===== src/rtl/pdl_glitch_ctrl.sv =====
// Calibration and monitor controller for the PDL clock-glitch detector.
// Sweeps the delay tap up to the trip point, backs off by a margin, then counts alarms.
module pdl_glitch_ctrl #(
  parameter int TAP_W   = 5,
  parameter int MARGIN  = 2,
  parameter int SETTLE  = 4,
  parameter int THRESH  = 3,
  parameter int WIN_LEN = 1024
) (
  input  logic             clk,
  input  logic             rst,
  input  logic             cal_start,
  input  logic             pdl_alarm,
  input  logic             clr_alarm,
  output logic [TAP_W-1:0] tap_sel,
  output logic             cal_busy,
  output logic             cal_done,
  output logic             cal_fail,
  output logic [7:0]       glitch_cnt,
  output logic             glitch_irq,
  output logic             halt_req
);
  localparam int SET_W = (SETTLE < 2) ? 1 : $clog2(SETTLE + 1);
  localparam int WIN_W = $clog2(WIN_LEN);
  localparam logic [TAP_W-1:0] TAP_MAX = '1;

  typedef enum logic [2:0] {
    S_IDLE, S_SETTLE, S_SAMPLE, S_BACKOFF, S_MONITOR, S_FAIL
  } state_t;

  state_t           state, next;
  logic [SET_W-1:0] set_cnt, set_cnt_nx;
  logic [TAP_W-1:0] tap_nx;
  logic [WIN_W-1:0] win_pos, win_pos_nx;
  logic [7:0]       win_cnt, win_cnt_nx, win_base, cnt_nx;
  logic             irq_nx, halt_nx;
  logic             mon, restart, wrap, hit;

  always_comb begin
    next       = state;
    set_cnt_nx = set_cnt;
    tap_nx     = tap_sel;
    case (state)
      S_IDLE, S_FAIL: begin
        if (cal_start) begin
          next       = S_SETTLE;
          tap_nx     = '0;
          set_cnt_nx = '0;
        end
      end
      S_SETTLE: begin
        if (set_cnt == SET_W'(SETTLE - 1)) begin
          next       = S_SAMPLE;
          set_cnt_nx = '0;
        end else begin
          set_cnt_nx = set_cnt + 1'b1;
        end
      end
      S_SAMPLE: begin
        if (pdl_alarm) begin
          // Tripping at or below the margin leaves no usable locked tap.
          if (int'(tap_sel) < MARGIN + 1) begin
            next   = S_FAIL;
            tap_nx = '0;
          end else begin
            next   = S_BACKOFF;
            tap_nx = tap_sel - TAP_W'(MARGIN);
          end
        end else if (tap_sel == TAP_MAX) begin
          next   = S_FAIL;
          tap_nx = '0;
        end else begin
          next   = S_SETTLE;
          tap_nx = tap_sel + 1'b1;
        end
      end
      S_BACKOFF: begin
        if (set_cnt == SET_W'(SETTLE - 1)) begin
          next       = S_MONITOR;
          set_cnt_nx = '0;
        end else begin
          set_cnt_nx = set_cnt + 1'b1;
        end
      end
      S_MONITOR: begin
        if (cal_start && !halt_req) begin
          next       = S_SETTLE;
          tap_nx     = '0;
          set_cnt_nx = '0;
        end
      end
      default: next = S_IDLE;
    endcase
  end

  always_comb begin
    mon     = (state == S_MONITOR);
    restart = mon && cal_start && !halt_req;
    wrap    = mon && (win_pos == WIN_W'(WIN_LEN - 1));
    hit     = mon && pdl_alarm;

    win_pos_nx = '0;
    if (mon && !restart && !wrap) win_pos_nx = win_pos + 1'b1;

    // Clear or wrap happens before the alarm is added, so the alarm always lands in the new count.
    win_base = (clr_alarm || wrap || restart) ? 8'd0 : win_cnt;
    win_cnt_nx = win_base;
    if (hit && !restart && win_base < 8'(THRESH)) win_cnt_nx = win_base + 8'd1;

    cnt_nx = clr_alarm ? 8'd0 : glitch_cnt;
    if (hit && cnt_nx != 8'hff) cnt_nx = cnt_nx + 8'd1;

    irq_nx  = (clr_alarm ? 1'b0 : glitch_irq) | hit;
    halt_nx = (clr_alarm ? 1'b0 : halt_req) |
              (hit && !restart && win_cnt_nx == 8'(THRESH));
  end

  always_ff @(posedge clk) begin
    if (rst) begin
      state      <= S_IDLE;
      set_cnt    <= '0;
      tap_sel    <= '0;
      win_pos    <= '0;
      win_cnt    <= '0;
      glitch_cnt <= '0;
      glitch_irq <= 1'b0;
      halt_req   <= 1'b0;
      cal_busy   <= 1'b0;
      cal_done   <= 1'b0;
      cal_fail   <= 1'b0;
    end else begin
      state      <= next;
      set_cnt    <= set_cnt_nx;
      tap_sel    <= tap_nx;
      win_pos    <= win_pos_nx;
      win_cnt    <= win_cnt_nx;
      glitch_cnt <= cnt_nx;
      glitch_irq <= irq_nx;
      halt_req   <= halt_nx;
      cal_busy   <= (next == S_SETTLE) || (next == S_SAMPLE) || (next == S_BACKOFF);
      cal_done   <= (state == S_BACKOFF) && (next == S_MONITOR);
      cal_fail   <= (next == S_FAIL);
    end
  end
endmodule


===== config.mk =====
export PLATFORM = sky130hd
export DESIGN_NAME = pdl_glitch_ctrl
export DESIGN_NICKNAME = d
export VERILOG_FILES = /design/src/rtl/pdl_glitch_ctrl.sv
export SDC_FILE = /design/constraint.sdc
export NUM_CORES = 1
export LEC_CHECK = 0
export CAP_MARGIN = 20
export CORE_ASPECT_RATIO = 0.9
export CORE_MARGIN = 5
export CORE_UTILIZATION = 35
export CTS_BUF_LIST = sky130_fd_sc_hd__clkbuf_16
export DETAILED_ROUTE_END_ITERATION = 12
export PLACE_DENSITY = 0.55
export SLEW_MARGIN = 20
export SYNTH_ARGS = -nofsm -noshare
export SYNTH_HDL_FRONTEND = slang
export SYNTH_SLANG_ARGS = --single-unit

===== constraint.sdc =====
create_clock -name clk -period 1.8 [get_ports clk]
set_input_delay 0.27 -clock clk [delete_from_list [all_inputs] [get_ports clk]]
set_output_delay 0.27 -clock clk [all_outputs]
set_load 0.01 [all_outputs]

Word-level counts from Yosys, hierarchy flattened

Cells that the tools add are included.

Bits in registers: 42
Bits of input ports: 5
Output and inout bits: 18
Word-level logic and storage cells: 90

$add $sub $neg: 6
$lt $le $gt $ge: 2
Equality and inequality tests: 17
Muxes and demuxes: 24
Bitwise gates (word level): 3
Reductions and logical operators: 27

Operator list:

| kind                  | number |
|---|---|
| $mux 8                | 4 |
| $mux 3                | 10 |
| $mux 5                | 5 |
| $add 8x1->8 const B   | 2 |
| $eq 3x2->1 const B    | 5 |
| $pmux 3 s5            | 1 |
| $pmux 5 s3            | 1 |
| $eq 3x3->1 const B    | 4 |
| $logic_and 1x1->1     | 12 |
| $add 10x1->10 const B | 1 |
| $eq 10x10->1 const B  | 1 |
| $pmux 3 s3            | 1 |
| $eq 8x2->1 const B    | 1 |
| $lt 8x2->1 const B    | 1 |
| $ne 8x8->1 const B    | 1 |
| $eq 3x1->1 const B    | 2 |
| $reduce_and 3->1      | 2 |
| $reduce_bool 3->1     | 2 |
| $reduce_or 2->1       | 3 |
| $add 5x1->5 const B   | 1 |
| $eq 5x5->1 const B    | 1 |
| $lt 5x2->1 const B    | 1 |
| $sub 5x2->5 const B   | 1 |
| $logic_or 1x1->1      | 4 |
| other kinds (8)       | 12 |

Longest topological paths before layout

Depth in word-level cells: 11
Depth in mapped cells: 10
Gate-level depth less buffers: 10

Worst setup path before layout

OpenSTA, ideal clock, no wires.

Kind: register -> register
Start point: register win_pos[0]
End point: register win_cnt[0]
Setup time: 0.128 ns
Data arrival time: 1.828 ns
Data required time: 1.672 ns
Path slack: -0.155 ns
Stages on the path, launching flop included: 11
Path buffers: 0
Period minus slack after synthesis: 1.955 ns
Path through: dfxtp_1 -> ha_1 -> and4_1 -> nand4_1 -> or3b_4 -> inv_1 -> ha_1 -> nor3_1 -> o31ai_1 -> xnor2_1 -> nor2_1

Word-level cells in the longest chain between the ends: 8
Elaborated cells on any way between the ends: 9
Those cells by class: add/sub: 1; order compare: 1; eq/ne: 1; mux: 2; reduce/logical: 4

RTL lines:

| element                            | line | source |
|---|---|---|
| start: declaration                 | 34   | `logic [WIN_W-1:0] win_pos, win_pos_nx;` |
| start signal: assignment           | 135  | `win_pos <= win_pos_nx;` |
| $eq 10x10->1 (*)                   | 99   | `wrap = mon && (win_pos == WIN_W'(WIN_LEN - 1));` |
| $logic_and 1x1->1 (*)              | 99   |  |
| $logic_or 1x1->1 (*) (2 in series) | 106  | `win_base = (clr_alarm \|\| wrap \|\| restart) ? 8'd0 : win_cnt;` |
| $mux 8 (*)                         | 106  |  |
| $lt 8x2->1                         | 108  | `if (hit && !restart && win_base < 8'(THRESH)) win_cnt_nx = win_base + 8'd1;` |
| $logic_and 1x1->1                  | 108  |  |
| $mux 8 (*)                         | 108  |  |
| end signal: assignment             | 136  | `win_cnt <= win_cnt_nx;` |
| end: declaration                   | 35   | `logic [7:0] win_cnt, win_cnt_nx, win_base, cnt_nx;` |

Every way passes the cells marked *; elsewhere a longest branch is shown, timed or not.
A chain may end at the register's enable or synchronous reset.

Worst setup path in the final report

Start point: register state[0]
End point: register halt_req

Word-level cells in the longest chain between the ends: 11
Elaborated cells on any way between the ends: 17
Those cells by class: add/sub: 1; order compare: 1; eq/ne: 2; mux: 2; bitwise: 1; reduce/logical: 10

RTL lines:

| element                                               | line    | source |
|---|---|---|
| start: declaration                                    | 31      | `state_t state, next;` |
| start signal: assignment                              | 132     | `state <= next;` |
| $eq 3x3->1 (*)                                        | 97      | `mon = (state == S_MONITOR);` |
| $logic_and 1x1->1, on equally long branches           | 99, 98  |  |
| $logic_or 1x1->1 or $logic_and 1x1->1 (tied branches) | 106, 98 |  |
| $logic_or 1x1->1                                      | 106     |  |
| $mux 8                                                | 106     |  |
| $lt 8x2->1                                            | 108     |  |
| $logic_and 1x1->1                                     | 108     |  |
| $mux 8                                                | 108     |  |
| $eq 8x2->1                                            | 115     | `(hit && !restart && win_cnt_nx == 8'(THRESH));` |
| $logic_and 1x1->1 (*)                                 | 115     |  |
| $or 1x1->1 (*)                                        | 114     | `halt_nx = (clr_alarm ? 1'b0 : halt_req) \|` |
| end signal: assignment                                | 139     | `halt_req <= halt_nx;` |
| end: declaration                                      | 21      | `output logic halt_req` |

Marks and branches as above.

==> metrics.md <==
| Metric | Value |
|---|---|
| Status | complete, but fails checks |
| Failing checks | negative setup slack |
| Register area share after synthesis | 0.401 |
| CP Data Arrival Time | 2.04 ns |
| Initial antenna violation count | 0 |
| Total power | 1.94 mW |
| Layout cells sized above 1 | 0.284 |
| Die Y | 83.4 microns |
| HP Class | flop to flop |
| Synth Area in Compound Gates | 0.127 |
| H-tree Lvls | 2 |
| Routed WL | 4.71 mm |
| R2R setup slack | -0.02 ns |
| Clock power share | 0.461 |
| Family with the most delay on the worst path | compound AO/OA/AOI/OAI gates |
| Clock sink count | 42 |
| XOR/XNOR Fraction of Synth Area | 0.0794 |
| Sequential power share | 0.485 |
| Worst-Margin Slew | 0.379 ns |
| Clk root buf | clkbuf_16 |
| Switching Share | 0.224 |
| Initial Util | 0.364 |
| Post-route cell area | 0.00298 sq mm |
| Vias per cell | 4.80 |
| Slew Limit Fails | 0 |
| Clock buffer depth | 2 |
| DRT Pass-1 Iters | 4 |
| Static leakage | 1.15 nW |
| Combinational family with the most area after synthesis | simple AND/OR/NAND/NOR gates |
| Yosys Warn Count | 0 |
| Fmax | 0.550 GHz |
| Site Rows | 26 |
| Total grt overflow | 0 |
| Post-Syn Nets | 250 |
| RSZ-0062 raised after global routing | yes |
| Crit path cell chain | buf_4 -> o41ai_4 -> or3b_4 -> inv_2 -> ha_4 -> nand2b_1 -> mux2_4 -> o21ai_2 |
| DRT antenna net count | 0 |
| Fin crit share | 1.01 |
| Total core area | 0.00576 sq mm |
| Number of remaining DRC errors | 0 |
| Period minus WS final | 1.82 ns |
| Pint | 1.50 mW |
| Die Footprint | 0.00764 sq mm |
| Biggest area consumer among synthesized cells | dfxtp_1 |
| Post-DP HPWL | 3.52 mm |
| CP Max Fanout | 3 |
| Post-Syn Area | 0.00210 sq mm |
| Seq cells post-synth | 42 |
| Async SR Flop Fraction | 0 |
| Num ports | 23 |
| Clock Skews | 0.00355 ns |
| Post-synth EDFFs | 0 |
| CTS Buf Count | 5 |
| Setup CP Type | flop to flop |
| Nets | 319 |
| Final Hold Fails | 0 |
| Final-report setup violation count | 2 |
| Clk_lat worst skew | 0.28 ns |
| CP max stage cell | o41ai_4 |
| PwrDens | 650 mW/mm^2 |
| Commonest cells after routing, fill and taps aside | buf_4, dfxtp_1, nor2_1, clkdlybuf4s50_1 |
| Final Worst Setup Slack | -0.0186 ns |
| Commonest non-fill, non-tap cell in the layout | buf_4 |
| CP Launch Type | flop |
| CTS tree | yes |
| Switch Pwr | 0.434 mW |
| Placement-stage cell area | 0.00271 sq mm |
| Largest net degree at the start of global routing | 19 |
| Mux cell area share after synthesis | 0.0119 |
| First-pass GRT wire length | 7.98 mm |
| Combinational Power Share | 0.054 |
| Slew HR | 0.745 |
| Drt wl/cell | 12.5 microns |
| Primary FF master, synth | dfxtp_1 |
| Synthesized area per cell | 8.89 sq um |
| WP buf/inv | 2 |
| Post-synth top area share | 0.401 |
| Slowest cell delay on critical path | 0.37 ns |
| Max IR drop VDD | 0.481 mV |
| Crit end category | flop |
| GRT Total Usage | 0.130 |
| GPL Wtd Cong | 0.857 |
| Initial DRC Count | 76 |
| CP Data Required Time | 2.02 ns |
| Input/output buffers | 22 |
| Area Growth Syn to Fin | 41.9% |
| Cells after Synth | 236 |
| Post-Synth Simple-Gate Area | 0.281 |
| MaxCap Viol Count | 0 |
| Library cells used by synthesis | 52 |
| Dominant cells by area after synthesis | dfxtp_1, nor2_1, ha_1 |
| Number of global-route vias before repair | 1719 |
| DR vias | 1803 |
| Adder-Cell Fraction of Synth Area | 0.0537 |
| Die width | 91.6 microns |
| Clk slew on worst S/H paths | 0.06 ns |
| Antenna diode count | 0 |
cells by family after synthesis:
kind of cell,Yosys count
AND/OR/NAND/NOR,109
buffers and inverters,23
multiplexers,2
AO/OA/AOI/OAI,32
adder cells (fa/ha/maj),9
XOR/XNOR,19
flip-flops,42
sequential cells by signal (all words and copies together), names as in the netlist:
name        count
win_pos        10
glitch_cnt      8
win_cnt         8
tap_sel         5
set_cnt         3
state           3
cal_busy        1
cal_done        1
cal_fail        1
glitch_irq      1
halt_req        1
path summary, 6_finish.rpt:
check	from	endpoint	cells after the start
setup / recovery	state[0]	halt_req	8
hold / removal	win_cnt[3]	win_cnt[3]	1
setup reg to reg	state[0]	halt_req	8
hold reg to reg	win_cnt[3]	win_cnt[3]	1
per-stage QoR:
step	hold slack, ns	setup slack, ns	cells	utilization	TNS (ns)
floorplan	0.420	-0.00954	236	-	-0.00954
detailed placement	0.438	-0.474	360	0.471	-4.28
CTS	0.456	-0.0209	370	0.503	-0.0209
global route	0.482	-0.113	376	0.517	-0.379
global placement	0.438	-0.357	360	0.471	-3.50
finish	0.451	-0.0186	376	0.517	-0.0234
worst register-to-register path, cell delays in order (launching register included):
cell,delay (ns)
dfxtp_1,0.34
buf_4,0.15
o41ai_4,0.37
or3b_4,0.20
inv_2,0.04
ha_4,0.25
nand2b_1,0.05
mux2_4,0.26
o21ai_2,0.10
cell type report:
class / count / area (sq um)
Clock buffer: 5 / 125
Sequential cell: 42 / 851
Fill cell: 547 / 2780
Timing Repair Buffer: 69 / 567
Tap cell: 70 / 87.6
Multi-Input combinational cell: 171 / 1260
Inverter: 16 / 60.1
Clock inverter: 3 / 23.8
power groups by stage:
stage               clock (mW)  combinational (mW)  sequential, mW
finish                   0.892               0.104           0.938
global route             0.968               0.117           0.938
CTS                      0.924               0.104           0.938
detailed placement           0               0.101           0.959
global placement             0               0.101           0.959
floorplan                    0              0.0511           0.958
cell usage after synthesis, drive strengths merged, types with 2 or more instances:
library cell	count
dfxtp	42
nor2	33
inv	16
nand2	16
xnor2	11
nor3	10
ha	9
o21ai	8
xor2	8
nand2b	7
nand3	7
nor2b	7
and2	6
buf	4
nor3b	4
a21oi	3
a22oi	3
and4	3
clkbuf	3
nand4	3
o211ai	3
and3	2
nand3b	2
o22ai	2
o311ai	2
o31ai	2
o41ai	2
or3	2
metal layers:
layer,wire (microns),track usage
met5,0,0
met4,23,0.0411
met2,2090,0.188
met3,156,0.0524
met1,2440,0.174
repair_timing:
action	CTS	global route
hold endpoints to repair	0	0
pin swaps	5	5
gates cloned	0	0
setup endpoints to repair	10	14
setup buffers	2	6
resized for setup	7	15
hold buffers	0	0
Power figures use the tool's default switching activity.
